### src/rtl/reg_file_pkg.sv
// Shared types and default sizes for the parameterised register file.
package reg_file_pkg;

  localparam int DATA_W_DEF = 32;
  localparam int ADDR_W_DEF = 5;

  typedef enum logic {
    IDLE  = 1'b0,
    CLEAR = 1'b1
  } state_t;

endpackage

### src/rtl/reg_file_clear_ctrl.sv
// Bulk-clear sequencer: walks every entry once, one per enabled cycle, and
// reports busy while it owns the array write port.
module reg_file_clear_ctrl
  import reg_file_pkg::*;
#(
  parameter int ADDR_W = ADDR_W_DEF
) (
  input  logic              clk,
  input  logic              reset,
  input  logic              en,
  input  logic              clear,
  output logic              busy,
  output logic              clr_we,
  output logic [ADDR_W-1:0] clr_addr
);

  state_t            state, state_nxt;
  logic [ADDR_W-1:0] cnt;

  always_ff @(posedge clk or negedge reset) begin
    if (!reset) state <= IDLE;
    else        state <= state_nxt;
  end

  always_comb begin
    state_nxt = state;
    case (state)
      IDLE:    if (en && clear)     state_nxt = CLEAR;
      CLEAR:   if (en && cnt == '1) state_nxt = IDLE;
      default:                      state_nxt = IDLE;
    endcase
  end

  // Counter sits at 0 in IDLE and wraps back to 0 on the last cleared entry.
  always_ff @(posedge clk or negedge reset) begin
    if (!reset) begin
      cnt <= '0;
    end else if (en) begin
      if (state == CLEAR) cnt <= cnt + 1'b1;
      else                cnt <= '0;
    end
  end

  always_comb begin
    busy     = (state == CLEAR);
    clr_we   = (state == CLEAR) && en;
    clr_addr = cnt;
  end

endmodule

### src/rtl/reg_file_param.sv
// Two-read, one-write register file with registered reads, optional bypass,
// optional hardwired-zero entry 0 and a multi-cycle bulk clear.
module reg_file_param
  import reg_file_pkg::*;
#(
  parameter int DATA_W   = DATA_W_DEF,
  parameter int ADDR_W   = ADDR_W_DEF,
  parameter bit ZERO_REG = 1'b1,
  parameter bit BYPASS   = 1'b1
) (
  input  logic              clk,
  input  logic              reset,
  input  logic              en,
  input  logic [ADDR_W-1:0] rs1,
  input  logic [ADDR_W-1:0] rs2,
  input  logic [ADDR_W-1:0] rd,
  input  logic              readEn,
  input  logic              writeEn,
  input  logic [DATA_W-1:0] dataIn,
  input  logic              clear,
  output logic [DATA_W-1:0] readOut1,
  output logic [DATA_W-1:0] readOut2,
  output logic              readValid,
  output logic              busy
);

  localparam int DEPTH = 2 ** ADDR_W;
  localparam int NRD   = 2;

  logic [DATA_W-1:0]           rf [DEPTH];
  logic                        clr_we;
  logic [ADDR_W-1:0]           clr_addr;
  logic                        idle_go, wr_ok, rd_ok;
  logic [NRD-1:0][ADDR_W-1:0]  rs;
  logic [NRD-1:0][DATA_W-1:0]  rdata;

  reg_file_clear_ctrl #(.ADDR_W(ADDR_W)) u_clr (
    .clk      (clk),
    .reset    (reset),
    .en       (en),
    .clear    (clear),
    .busy     (busy),
    .clr_we   (clr_we),
    .clr_addr (clr_addr)
  );

  // A clear request takes the whole cycle: any read/write beside it is dropped.
  assign idle_go = en && !busy && !clear;
  assign wr_ok   = idle_go && writeEn && !(ZERO_REG && rd == '0);
  assign rd_ok   = idle_go && readEn;
  assign rs      = {rs2, rs1};

  always_ff @(posedge clk or negedge reset) begin
    if (!reset) begin
      for (int i = 0; i < DEPTH; i++) rf[i] <= '0;
    end else if (clr_we) begin
      rf[clr_addr] <= '0;
    end else if (wr_ok) begin
      rf[rd] <= dataIn;
    end
  end

  // Zero-register masking is applied last so it also wins over the bypass.
  always_comb begin
    for (int p = 0; p < NRD; p++) begin
      rdata[p] = rf[rs[p]];
      if (BYPASS && wr_ok && rd == rs[p]) rdata[p] = dataIn;
      if (ZERO_REG && rs[p] == '0)        rdata[p] = '0;
    end
  end

  always_ff @(posedge clk or negedge reset) begin
    if (!reset) begin
      readOut1  <= '0;
      readOut2  <= '0;
      readValid <= 1'b0;
    end else if (en) begin
      if (rd_ok) begin
        readOut1  <= rdata[0];
        readOut2  <= rdata[1];
        readValid <= 1'b1;
      end else begin
        readValid <= 1'b0;
      end
    end
  end

endmodule

### config.mk
export PLATFORM = sky130hd
export DESIGN_NAME = reg_file_param
export DESIGN_NICKNAME = d
export VERILOG_FILES = /design/src/rtl/reg_file_pkg.sv /design/src/rtl/reg_file_clear_ctrl.sv /design/src/rtl/reg_file_param.sv
export SDC_FILE = /design/constraint.sdc
export NUM_CORES = 2
export LEC_CHECK = 0
export CORE_ASPECT_RATIO = 1.25
export CORE_MARGIN = 2
export CORE_UTILIZATION = 60
export DETAILED_ROUTE_END_ITERATION = 12
export PLACE_DENSITY_LB_ADDON = 0.3
export REMOVE_ABC_BUFFERS = 1
export SKIP_LAST_GASP = 1
export SYNTH_ARGS = -nofsm -noshare
export SYNTH_HDL_FRONTEND = slang
export SYNTH_SLANG_ARGS = --single-unit
### constraint.sdc
create_clock -name clk -period 3.3 [get_ports clk]
set_clock_uncertainty 0.15 [all_clocks]
set_input_delay 0.66 -clock clk [delete_from_list [all_inputs] [get_ports clk]]
set_output_delay 0.66 -clock clk [all_outputs]
set_load 0.01 [all_outputs]
==> metrics.txt <==
signal arrival time at the worst endpoint=~2.0 ns; count of antenna-violating nets left after detailed routing=0; Critical Path Fanout Max=2; number of synthesized flops with an enable pin=0; detail-routed via count per cell=8.24; CTS tree=built; number of placement rows=124; multiplexer share of the synthesized area=0.203; post-synthesis share of cell area spent on full adders, half adders and majority gates=0.00113; critical path launch point type=flip-flop; instance count of the mapped netlist=4123; Worst Hold Class=flip-flop to flip-flop; number of maximum-capacitance violations=0; post-route cell area=64000 um^2; sequential fraction of the synthesis area=0.496; vias post-DR=between 40000 and 50000; Critical Setup Path Class=flip-flop to output pin; most frequent cells in the layout=sky130_fd_sc_hd__dfrtp_1, sky130_fd_sc_hd__a22o_1, sky130_fd_sc_hd__mux4_2; cell area reported after detailed placement=60000 um^2; number of hold violations in the final report=0; required time of the critical path=2.49 ns; Ant. Diodes=0; total of cells resized after clock tree synthesis=0; final slew viol count=0; chain of cells forming the critical path=clkdlybuf4s50_1; post-synthesis instance area=55300 um^2; cell family contributing the most delay on the critical path=buffers and inverters; drt first pass iters=6; grt ovf=0; parity-gate share of the synthesized area counting xor and xnor cells=0.00158; leakage power figure=0.0289 uW; die height=343 um; H-tree levels=3; largest family of logic cells by synthesized area=compound AO/OA/AOI/OAI gates; half-perimeter wire length after placement=119 mm; final routed wire length divided by cell count=36.7 um; actual slew at the worst max-slew pin=1.31 ns; most instantiated flip-flop cell in the synthesis netlist=sky130_fd_sc_hd__dfrtp_1; commonest non-fill, non-tap cell in the layout=sky130_fd_sc_hd__dfrtp_1; maximum buffer depth of the clock tree=3; share of the synthesized area in the top cell type=0.496; mean instance size in the synthesized netlist=13.4 um^2; clock period minus final worst setup slack=around 2.8 ns; number of buffers added by the clock tree synthesis step=106; CP max stage delay=between 0.6 and 0.7 ns; unrepaired setup endpoints after global routing=no; number of remaining DRC errors=0; Setup Fix Bufs, Post-CTS=0; worst-case register-to-register setup slack=0.57 ns; worst path buffer plus inverter count=1; maximum clock frequency=roughly 360 MHz; cell depth of the worst flop-to-flop path=6; number of DRC markers after the initial detailed-route iteration=6762; insertion delay to the later sink of the worst-skew pair=0.73 ns; Max stage delay cell, worst path=sky130_fd_sc_hd__clkdlybuf4s50_1; Overall Global Routing Usage=0.424; worst ir drop on vdd=0.459 mV; Worst Setup End Kind=output pin; Horiz. Die Dim=275 um; share of synthesized cell area in and, or, nand and nor gates=0.0180; leading cell types by total area after synthesis=sky130_fd_sc_hd__dfrtp_1, sky130_fd_sc_hd__a22o_1, sky130_fd_sc_hd__mux4_2, sky130_fd_sc_hd__mux2i_1, sky130_fd_sc_hd__clkbuf_1; Port Buffers=about 120; Top Ports=119; overall routed net length=198 mm; number of antenna violations at the first check in global routing=7; number of setup violations in the final report=0; slew margin rel.=0.125; leading area contributor after synthesis=sky130_fd_sc_hd__dfrtp_1; clk sink count=1095; via count of the first global-routing pass=around 46000; logic depth of the worst setup path including buffers=1; Syn. warnings=0; share of synthesized registers carrying an async set or reset=1.00; fraction of the mapped netlist area in compound gates=0.241; worst hold margin=0.364 ns; maximum number of pins on one net before global-route repair=114; area of the die=between 90000 and 100000 um^2; global-route wire length before repair=295 mm; initial core utilization=0.605; clock root buffer master=sky130_fd_sc_hd__clkbuf_16; GPL Wtd Cong=0.921; Yosys cell types=41; status=finished, final reports clean; post-route fraction of the period consumed by the critical path=0.835; depth of the worst hold-timing path=1; cell area power density=~510 nW/um^2; total of flip-flops plus latches after synthesis=1095; share of cells above drive strength 1=0.233; area of the placeable core=91400 um^2; synthesis-to-finish area growth=15.8%; clock input transition at the sequential cells of the worst setup and hold paths=0.07 ns; net count reported at finish=4177
[synthesized netlist by cell type, drive strengths merged (9+ instances only)]
cell and instances:
a221oi 128, mux4 384, a21oi 96, and2 37, a211o 64, nor2 38, mux2i 256, xnor2 10
o21ai 72, clkbuf 422, a22o 1056, buf 128, nand2 78, nand3 11, dfrtp 1095, a22oi 192
nor3 9
[worst paths after layout]
| check | endpoint | start |
|---|---|---|
| setup / recovery | readOut2[12] | readOut2[12] |
| hold / removal | rf[1007] | rf[1007] |
| setup reg to reg | rf[960] | u_clr.clr_addr[1] |
| hold reg to reg | rf[1007] | rf[1007] |
| max in group asynchronous | rf[23] | reset |
| min in group asynchronous | rf[895] | reset |
[state kept, by name (all words and copies together), names as in the netlist]
name	cells
u_clr.clr_addr	5
rf	1024
readOut2	32
readOut1	32
u_clr.busy	1
readValid	1
[final cells by class]
| class | count | area, um^2 |
|---|---|---|
| Fill cell | 5946 | 27400 |
| Sequential cell | 1095 | 27400 |
| Timing Repair Buffer | 438 | 4740 |
| Tap cell | 1197 | 1500 |
| Multi-Input combinational cell | 2470 | 26400 |
| Clock buffer | 147 | 3080 |
| Clock inverter | 52 | 867 |
| Inverter | 8 | 30.0 |
[stage by stage]
step	setup TNS (ns)	std cells	power (uW)	worst slack [ns]	utilization
floorplan	-457.85	3573	16300	-1.39	-
global placement	0	5207	19100	0.0361	0.657
detailed placement	0	5207	19200	0.0137	0.657
CTS	0	5407	32800	0.607	0.700
global route	0	5407	33700	0.574	0.700
finish	0	5407	32900	0.544	0.700
[kinds of logic after synthesis]
kind of cell	Yosys count
and+or+nand+nor	200
adders and majority gates	5
AOI/OAI and AO/OA	1615
xor gates and xnor gates	10
muxes	640
DFF	1095
buffers and inverters	558
[repair_timing]
| item | 4_1_cts | 5_1_grt |
|---|---|---|
| hold buffers | 1 | 0 |
| setup endpoints to repair | 0 | 0 |
| endpoints found under the hold margin | 28 | 0 |
[power by group]
group | internal, uW | switching [uW] | leakage (uW)
Clock | 8250 | 5580 | 0.00193
Sequential | 14000 | 568 | 0.0152
Combinational | 1900 | 2620 | 0.0117
[layer usage]
metal,share of wire,routed length [um],up-vias,global-route usage
met5,0.00080,159,-,0.00557
met4,0.079,15600,16,0.283
met3,0.14,27400,1185,0.148
met2,0.44,88100,4081,0.619
met1,0.34,67000,22600,0.537
li1,-,-,16700,-
No activity file was read; power rests on OpenSTA's default activity.
